`src/rtl/vga_grid_renderer_pkg.sv`:
```
// Constants shared by the grid renderer and the game logic: block codes,
// palette, grid defaults and 640x480@60 raster timing.
package vga_grid_renderer_pkg;

  localparam int BITS_PER_BLOCK = 3;

  typedef enum logic [BITS_PER_BLOCK-1:0] {
    BLOCK_EMPTY = 3'd0,
    BLOCK_WALL  = 3'd1,
    BLOCK_SNAKE = 3'd2,
    BLOCK_FOOD  = 3'd3
  } block_e;

  localparam int GRID_WIDTH  = 40;
  localparam int GRID_HEIGHT = 30;

  typedef logic [7:0] rgb_t;

  localparam rgb_t COLOR_EMPTY = 8'h00;
  localparam rgb_t COLOR_WALL  = 8'h92;
  localparam rgb_t COLOR_SNAKE = 8'h1C;
  localparam rgb_t COLOR_FOOD  = 8'hE0;
  localparam rgb_t COLOR_BAD   = 8'hE3;

  localparam int H_VISIBLE = 640;
  localparam int H_FP      = 16;
  localparam int H_SYNC    = 96;
  localparam int H_TOTAL   = 800;
  localparam int V_VISIBLE = 480;
  localparam int V_FP      = 10;
  localparam int V_SYNC    = 2;
  localparam int V_TOTAL   = 525;

  // Unused codes render magenta so a corrupted grid cell is obvious on screen.
  function automatic rgb_t block_color(input logic [BITS_PER_BLOCK-1:0] code);
    rgb_t c;
    case (code)
      BLOCK_EMPTY: c = COLOR_EMPTY;
      BLOCK_WALL:  c = COLOR_WALL;
      BLOCK_SNAKE: c = COLOR_SNAKE;
      BLOCK_FOOD:  c = COLOR_FOOD;
      default:     c = COLOR_BAD;
    endcase
    return c;
  endfunction

endpackage

```
`src/rtl/vga_grid_renderer_if.sv`:
```
// Synchronous read port into the game grid: the renderer drives the block
// address, the memory returns the block code one Clock later.
interface vga_grid_renderer_if #(
  parameter int GRID_WIDTH     = vga_grid_renderer_pkg::GRID_WIDTH,
  parameter int GRID_HEIGHT    = vga_grid_renderer_pkg::GRID_HEIGHT,
  parameter int BITS_PER_BLOCK = vga_grid_renderer_pkg::BITS_PER_BLOCK
);
  logic [$clog2(GRID_HEIGHT)-1:0] GridAddrV;
  logic [$clog2(GRID_WIDTH)-1:0]  GridAddrH;
  logic [BITS_PER_BLOCK-1:0]      GridData;

  modport master (output GridAddrV, output GridAddrH, input GridData);
  modport slave  (input GridAddrV, input GridAddrH, output GridData);
endinterface

```
`src/rtl/vga_timing.sv`:
```
// Pixel-tick divider plus horizontal/vertical raster counters (stage 0).
// Sync, visible and frame-start flags decode straight from the registered counters.
module vga_timing #(
  parameter int CLKS_PER_PIXEL = 4,
  parameter int H_VISIBLE = vga_grid_renderer_pkg::H_VISIBLE,
  parameter int H_FP      = vga_grid_renderer_pkg::H_FP,
  parameter int H_SYNC    = vga_grid_renderer_pkg::H_SYNC,
  parameter int H_TOTAL   = vga_grid_renderer_pkg::H_TOTAL,
  parameter int V_VISIBLE = vga_grid_renderer_pkg::V_VISIBLE,
  parameter int V_FP      = vga_grid_renderer_pkg::V_FP,
  parameter int V_SYNC    = vga_grid_renderer_pkg::V_SYNC,
  parameter int V_TOTAL   = vga_grid_renderer_pkg::V_TOTAL,
  localparam int HW = $clog2(H_TOTAL),
  localparam int VW = $clog2(V_TOTAL),
  localparam int DW = $clog2(CLKS_PER_PIXEL)
) (
  input  logic          Clock,
  input  logic          Reset,
  output logic          tick_o,
  output logic [HW-1:0] hcount_o,
  output logic [VW-1:0] vcount_o,
  output logic          visible_o,
  output logic          hsync_o,
  output logic          vsync_o,
  output logic          frame_start_o
);
  import vga_grid_renderer_pkg::*;

  localparam logic [DW-1:0] DIV_LAST = DW'(CLKS_PER_PIXEL - 1);
  localparam logic [HW-1:0] H_LAST   = HW'(H_TOTAL - 1);
  localparam logic [VW-1:0] V_LAST   = VW'(V_TOTAL - 1);
  localparam logic [HW-1:0] HS_BEGIN = HW'(H_VISIBLE + H_FP);
  localparam logic [HW-1:0] HS_END   = HW'(H_VISIBLE + H_FP + H_SYNC);
  localparam logic [VW-1:0] VS_BEGIN = VW'(V_VISIBLE + V_FP);
  localparam logic [VW-1:0] VS_END   = VW'(V_VISIBLE + V_FP + V_SYNC);

  logic [DW-1:0] div_q, div_d;
  logic [HW-1:0] hcount_q, hcount_d;
  logic [VW-1:0] vcount_q, vcount_d;
  logic          tick;

  assign tick = (div_q == DIV_LAST);

  always_comb begin
    div_d    = tick ? '0 : div_q + 1'b1;
    hcount_d = hcount_q;
    vcount_d = vcount_q;
    if (tick) begin
      if (hcount_q == H_LAST) begin
        hcount_d = '0;
        vcount_d = (vcount_q == V_LAST) ? '0 : vcount_q + 1'b1;
      end else begin
        hcount_d = hcount_q + 1'b1;
      end
    end
  end

  always_ff @(posedge Clock) begin
    if (Reset) begin
      div_q    <= '0;
      hcount_q <= '0;
      vcount_q <= '0;
    end else begin
      div_q    <= div_d;
      hcount_q <= hcount_d;
      vcount_q <= vcount_d;
    end
  end

  assign tick_o    = tick;
  assign hcount_o  = hcount_q;
  assign vcount_o  = vcount_q;
  assign visible_o = (hcount_q < HW'(H_VISIBLE)) && (vcount_q < VW'(V_VISIBLE));
  assign hsync_o   = !((hcount_q >= HS_BEGIN) && (hcount_q < HS_END));
  assign vsync_o   = !((vcount_q >= VS_BEGIN) && (vcount_q < VS_END));
  // The tick that carries the raster onto the first blanking line.
  assign frame_start_o = tick && (hcount_q == H_LAST) && (vcount_q == VW'(V_VISIBLE - 1));

endmodule

```
`src/rtl/vga_grid_renderer.sv`:
```
// Reads one block code per pixel from the grid and drives RRRGGGBB colour plus
// syncs, all two pixel ticks behind the raster counters; FrameStart is undelayed.
module vga_grid_renderer #(
  parameter int CLKS_PER_PIXEL = 4,
  parameter int BLOCK_PX_LOG2  = 4,
  parameter int GRID_WIDTH     = vga_grid_renderer_pkg::GRID_WIDTH,
  parameter int GRID_HEIGHT    = vga_grid_renderer_pkg::GRID_HEIGHT,
  parameter int H_VISIBLE = vga_grid_renderer_pkg::H_VISIBLE,
  parameter int H_FP      = vga_grid_renderer_pkg::H_FP,
  parameter int H_SYNC    = vga_grid_renderer_pkg::H_SYNC,
  parameter int H_TOTAL   = vga_grid_renderer_pkg::H_TOTAL,
  parameter int V_VISIBLE = vga_grid_renderer_pkg::V_VISIBLE,
  parameter int V_FP      = vga_grid_renderer_pkg::V_FP,
  parameter int V_SYNC    = vga_grid_renderer_pkg::V_SYNC,
  parameter int V_TOTAL   = vga_grid_renderer_pkg::V_TOTAL
) (
  input  logic                       Clock,
  input  logic                       Reset,
  vga_grid_renderer_if.master        grid,
  output logic [7:0]                 RGB,
  output logic                       HSync,
  output logic                       VSync,
  output logic                       FrameStart
);
  import vga_grid_renderer_pkg::*;

  localparam int HW  = $clog2(H_TOTAL);
  localparam int VW  = $clog2(V_TOTAL);
  localparam int AHW = $clog2(GRID_WIDTH);
  localparam int AVW = $clog2(GRID_HEIGHT);

  logic          tick;
  logic [HW-1:0] hcount;
  logic [VW-1:0] vcount;
  logic          visible, hsync_raw, vsync_raw;

  vga_timing #(
    .CLKS_PER_PIXEL (CLKS_PER_PIXEL),
    .H_VISIBLE (H_VISIBLE), .H_FP (H_FP), .H_SYNC (H_SYNC), .H_TOTAL (H_TOTAL),
    .V_VISIBLE (V_VISIBLE), .V_FP (V_FP), .V_SYNC (V_SYNC), .V_TOTAL (V_TOTAL)
  ) u_timing (
    .Clock         (Clock),
    .Reset         (Reset),
    .tick_o        (tick),
    .hcount_o      (hcount),
    .vcount_o      (vcount),
    .visible_o     (visible),
    .hsync_o       (hsync_raw),
    .vsync_o       (vsync_raw),
    .frame_start_o (FrameStart)
  );

  logic [AHW-1:0] addr_h_q, addr_h_d;
  logic [AVW-1:0] addr_v_q, addr_v_d;
  logic           vis1_q, vis1_d, hs1_q, hs1_d, vs1_q, vs1_d;
  rgb_t           rgb_q, rgb_d;
  logic           hs2_q, hs2_d, vs2_q, vs2_d;

  always_comb begin
    addr_h_d = addr_h_q;
    addr_v_d = addr_v_q;
    vis1_d   = vis1_q;
    hs1_d    = hs1_q;
    vs1_d    = vs1_q;
    rgb_d    = rgb_q;
    hs2_d    = hs2_q;
    vs2_d    = vs2_q;
    if (tick) begin
      // Blanking addresses park at 0 so the memory never sees an out-of-grid index.
      addr_h_d = visible ? AHW'(hcount >> BLOCK_PX_LOG2) : '0;
      addr_v_d = visible ? AVW'(vcount >> BLOCK_PX_LOG2) : '0;
      vis1_d   = visible;
      hs1_d    = hsync_raw;
      vs1_d    = vsync_raw;
      // GridData settled one Clock after stage 1 moved, well before this tick.
      rgb_d    = vis1_q ? block_color(grid.GridData) : COLOR_EMPTY;
      hs2_d    = hs1_q;
      vs2_d    = vs1_q;
    end
  end

  always_ff @(posedge Clock) begin
    if (Reset) begin
      addr_h_q <= '0;
      addr_v_q <= '0;
      vis1_q   <= 1'b0;
      hs1_q    <= 1'b1;
      vs1_q    <= 1'b1;
      rgb_q    <= COLOR_EMPTY;
      hs2_q    <= 1'b1;
      vs2_q    <= 1'b1;
    end else begin
      addr_h_q <= addr_h_d;
      addr_v_q <= addr_v_d;
      vis1_q   <= vis1_d;
      hs1_q    <= hs1_d;
      vs1_q    <= vs1_d;
      rgb_q    <= rgb_d;
      hs2_q    <= hs2_d;
      vs2_q    <= vs2_d;
    end
  end

  assign grid.GridAddrH = addr_h_q;
  assign grid.GridAddrV = addr_v_q;
  assign RGB            = rgb_q;
  assign HSync          = hs2_q;
  assign VSync          = vs2_q;

endmodule

```
`src/flat_wrapper.sv`:
```
// flat-port wrapper written by rule: the top's interface ports become plain ports
module vga_grid_renderer_flat import vga_grid_renderer_pkg::*;
#(
  parameter int CLKS_PER_PIXEL = 4,
  parameter int BLOCK_PX_LOG2  = 4,
  parameter int GRID_WIDTH     = vga_grid_renderer_pkg::GRID_WIDTH,
  parameter int GRID_HEIGHT    = vga_grid_renderer_pkg::GRID_HEIGHT,
  parameter int H_VISIBLE = vga_grid_renderer_pkg::H_VISIBLE,
  parameter int H_FP      = vga_grid_renderer_pkg::H_FP,
  parameter int H_SYNC    = vga_grid_renderer_pkg::H_SYNC,
  parameter int H_TOTAL   = vga_grid_renderer_pkg::H_TOTAL,
  parameter int V_VISIBLE = vga_grid_renderer_pkg::V_VISIBLE,
  parameter int V_FP      = vga_grid_renderer_pkg::V_FP,
  parameter int V_SYNC    = vga_grid_renderer_pkg::V_SYNC,
  parameter int V_TOTAL   = vga_grid_renderer_pkg::V_TOTAL
)
  (Clock, Reset, RGB, HSync, VSync, FrameStart, grid_GridAddrV, grid_GridAddrH, grid_GridData);
  vga_grid_renderer_if #(.GRID_WIDTH(GRID_WIDTH), .GRID_HEIGHT(GRID_HEIGHT)) grid_i ();
  input  logic Clock;
  input  logic Reset;
  output logic [7:0] RGB;
  output logic HSync;
  output logic VSync;
  output logic FrameStart;
  output wire logic [$bits(grid_i.GridAddrV)-1:0] grid_GridAddrV;
  output wire logic [$bits(grid_i.GridAddrH)-1:0] grid_GridAddrH;
  input wire logic [$bits(grid_i.GridData)-1:0] grid_GridData;
  assign grid_GridAddrV = grid_i.GridAddrV;
  assign grid_GridAddrH = grid_i.GridAddrH;
  assign grid_i.GridData = grid_GridData;
  vga_grid_renderer #(.CLKS_PER_PIXEL(CLKS_PER_PIXEL), .BLOCK_PX_LOG2(BLOCK_PX_LOG2), .GRID_WIDTH(GRID_WIDTH), .GRID_HEIGHT(GRID_HEIGHT), .H_VISIBLE(H_VISIBLE), .H_FP(H_FP), .H_SYNC(H_SYNC), .H_TOTAL(H_TOTAL), .V_VISIBLE(V_VISIBLE), .V_FP(V_FP), .V_SYNC(V_SYNC), .V_TOTAL(V_TOTAL)) u_core (.Clock(Clock), .Reset(Reset), .grid(grid_i), .RGB(RGB), .HSync(HSync), .VSync(VSync), .FrameStart(FrameStart));
endmodule
```
`config.mk`:
```
export PLATFORM = sky130hd
export DESIGN_NAME = vga_grid_renderer_flat
export DESIGN_NICKNAME = d
export VERILOG_FILES = /design/src/rtl/vga_grid_renderer_pkg.sv /design/src/rtl/vga_grid_renderer_if.sv /design/src/rtl/vga_timing.sv /design/src/rtl/vga_grid_renderer.sv /design/src/flat_wrapper.sv
export SDC_FILE = /design/constraint.sdc
export NUM_CORES = 1
export LEC_CHECK = 0
export BUFFER_PORTS_ARGS = -buffer_cell sky130_fd_sc_hd__buf_2
export CAP_MARGIN = 10
export CORE_ASPECT_RATIO = 0.8
export CORE_MARGIN = 2
export CORE_UTILIZATION = 55
export CTS_CLUSTER_DIAMETER = 200
export CTS_CLUSTER_SIZE = 30
export DETAILED_ROUTE_END_ITERATION = 8
export PLACE_DENSITY = 0.76
export SLEW_MARGIN = 15
export SYNTH_ARGS = -nofsm -noshare
export SYNTH_HDL_FRONTEND = slang
export SYNTH_HIERARCHICAL = 1
export SYNTH_SLANG_ARGS = --single-unit
export TNS_END_PERCENT = 1
```
`constraint.sdc`:
```
create_clock -name Clock -period 5.2 [get_ports Clock]
set_clock_uncertainty 0.1 [all_clocks]
set_input_delay 0 -clock Clock [delete_from_list [all_inputs] [get_ports Clock]]
set_output_delay 0 -clock Clock [all_outputs]
set_load 0.01 [all_outputs]
```
==> key figures <==
Detailed routing
  – DR vias: 1667
  – DR WL/cell: 14.5 um
  – DR pass1 iterations: 4
  – DRC: 0
  – Initial DRC count: 140
  – Drt total wl: 4270 um
  – Detail Route Antenna Nets: 0
  – Via-per-instance ratio: 5.65

Layout
  – Area Growth Syn to Fin: 11.7%
  – Post-route insts no fill: 295
  – Fill cell count: roughly 300
  – Share of layout cells above drive strength 1: 0.186
  – Nets: 262
  – Reg area: between 800 and 900 um^2
  – Area of the multi-input gates: around 0.0011 mm^2
  – Diode count: 0
  – Final Instance Area: 0.00233 mm^2

Clock network
  – CTS max path bufs: 2
  – Clock slew at reported path FFs: 0.09 ns
  – CTS tree: built
  – Clock Root Buffer: clkbuf_8
  – Clk_lat worst skew: 0.30 ns
  – PostCTS Resize Cnt: 0
  – TritonCTS Buffers: 5
  – H-tree levels: 2
  – CTS Sinks: 44

Global route
  – Vias in the first global route: 1485
  – Initial antenna violation count: 0
  – First-pass GRT wire length: 6970 um
  – Total GRT Usage: 0.209
  – Largest net degree at the start of global routing: 52
  – Residual overflow from global routing: 0

Timing
  – Unrepaired setup endpoints after global routing: false
  – Slew headroom: 0.542
  – Pins Over Slew Limit: 0
  – Least-Margin Pin Slew: 0.687 ns
  – Fmax: 432 MHz
  – Tcrit/Tclk final: 0.445
  – Setup_tns: 0 ns
  – Final hold violation count: 0
  – Tmin final: about 2.3 ns
  – Setup violations, final: 0

Synthesis
  – Post-Syn Nets: 239
  – Share of the synthesized area in the top cell type: 0.422
  – Asr flop ratio synth: 0
  – Commonest cells post-synth: dfxtp_1 (44), nand3_1 (20), a21oi_1 (17)
  – Yosys Warn Count: 6
  – Sequential-to-total area share from yosys stat: 0.422
  – Synthesized area per cell: 9.12 um^2
  – Syn Std Cell Area: between 0.002 and 0.0025 mm^2
  – Most used DFF post-synth: dfxtp_1
  – Mapped Cells: ~230
  – Post-synthesis cell type count: 51
  – #FFs+latches synth: 44
  – Synth area leaders: dfxtp_1 (42%), xnor2_1 (5.0%), nand3_1 (4.8%), nand2b_1 (4.2%), a21oi_1 (4.1%)
  – Post-synth EDFFs: 0
  – Count leader, synth: dfxtp_1
  – Area leader, netlist: dfxtp_1

Job
  – Max Cap Viol: 0

Power
  – Leak: 0.849 nW
  – Final Total Pwr: 657 uW
  – Max VDD drop: 221 uV
  – Cell area power density: 281 mW/mm^2

Worst hold path
  – HP Class: primary input to flip-flop

Worst setup path
  – Slowest cell on the critical path: or3_1
  – Nature of the critical path startpoint: flip-flop
  – Critical path's top delay family: simple AND/OR/NAND/NOR gates
  – CP max stage delay: 0.51 ns
  – Worst-path cell chain: ha_1, nand3_1, or3_1, nor4_1, buf_2
  – WS Path Type: flip-flop to primary output
  – CP max FO: 6
  – Critical Path RT: 5.10 ns
  – WP data arrival: 2.22 ns
  – Crit path capture type: primary output
  – CP Buf/Inv Count: 1

Die
  – Initial Utilization: 0.590
  – DIE WIDTH: 72.9 um
  – # IOs: 27
  – Die height: just under 60 um
  – Die ar.: around 0.0043 mm^2
  – CORE AREA: 0.00354 mm^2
  – Rows: 19

Placement
  – Gp weighted congestion: 0.853
  – Post-DP Area: 0.00218 mm^2
  – Placed Cells: between 200 and 300
  – Port bufs: 26
  – DP HPWL: 2790 um

Outcome
  – Status: complete, no violations
[metal layers]
layer  GRT usage  wire [um]  vias up
met5           0          0        -
met2       0.301       1930       49
met1       0.306       2120      765
li1            -          -      853
met3      0.0561        214        0
met4      0.0608          0        0
[kinds of logic after synthesis]
kind of cell / after synthesis / synth area share
simple gates: 103 / 0.292
fa+ha+maj: 5 / 0.0300
mux: 3 / 0.0144
flops: 44 / 0.422
compound gates: 32 / 0.105
xor+xnor: 16 / 0.0671
buf+inv: 26 / 0.0695
[cell usage in the layout (no fill, tap or decap), drive strengths merged, types with 2 or more instances in the layout]
master and instances:
mux2i 3, ha 5, nor4 7, dlygate4sd3 3, nand4 8, nor3 15
a21oi 18, inv 11, or3 2, nor2 15, and3 3, xnor2 12
buf 28, nand3 20, and2b 2, dfxtp 44, xor2 4, a211o 4
nand2 6, clkbuf 6, nor2b 2, nand2b 14, o31ai 2
[flip-flops by register name, indices dropped and copies added (netlist names)]
| name | cells |
|---|---|
| u_core/u_timing/hcount_o | 10 |
| u_core/u_timing/vcount_o | 10 |
| u_core/RGB | 6 |
| u_core/grid.GridAddrH | 6 |
| u_core/grid.GridAddrV | 5 |
| u_core/u_timing/div_q | 2 |
| u_core/HSync | 1 |
| u_core/VSync | 1 |
| u_core/hs1_q | 1 |
| u_core/vis1_q | 1 |
| u_core/vs1_q | 1 |
[repair_timing]
| action | in CTS | in global routing |
|---|---|---|
| endpoints found under the hold margin | 5 | 0 |
| setup buffers | 0 | 0 |
| hold buffers | 3 | 0 |
[final timing paths]
check                                                              start  slack (ns)                                        to  depth (start not counted)
worst max register to register  u_core/u_timing/hcount_o[0]$_SDFFE_PP0P_        2.95  u_core/u_timing/vcount_o[7]$_SDFFE_PP0P_                          5
worst max-delay path            u_core/u_timing/hcount_o[0]$_SDFFE_PP0P_        2.88                                FrameStart                          5
worst min-delay path                                    grid_GridData[0]        0.01                u_core/RGB[6]$_SDFFE_PP0P_                          3
worst min register to register       u_core/u_timing/div_q[0]$_SDFF_PP0_        0.34       u_core/u_timing/div_q[0]$_SDFF_PP0_                          1
[worst register-to-register path: stages, from the launching register on]
cell and delay [ns]:
dfxtp_1 0.42, ha_1 0.26, or4b_2 0.67, nor4_4 0.39, mux2i_1 0.22, nor3_1 0.06
[final cells by class]
| class | instances | area share |
|---|---|---|
| Timing Repair Buffer | 31 | 0.0751 |
| Tap cell | 42 | 0.0225 |
| Multi-Input combinational cell | 159 | 0.455 |
| Clock buffer | 6 | 0.0354 |
| Sequential cell | 44 | 0.377 |
| Clock inverter | 2 | 0.0166 |
| Inverter | 11 | 0.0177 |
[per-stage QoR]
step,util,worst slack [ns],hold WS [ns]
after CTS,0.659,2.91,0.00654
after detailed placement,0.616,2.97,0.212
after floorplan,-,3.08,-0.0226
after global routing,0.659,2.75,0.0201
after global placement,0.616,3.04,0.206
final,0.659,2.88,0.0124
[report_power, final]
| group | switching [mW] | internal [mW] | total (mW) |
|---|---|---|---|
| clock | 0.118 | 0.157 | 0.276 |
| sequential | 0.00382 | 0.342 | 0.346 |
| combinational | 0.0207 | 0.0143 | 0.0350 |
(Power assumes the default switching activity.)
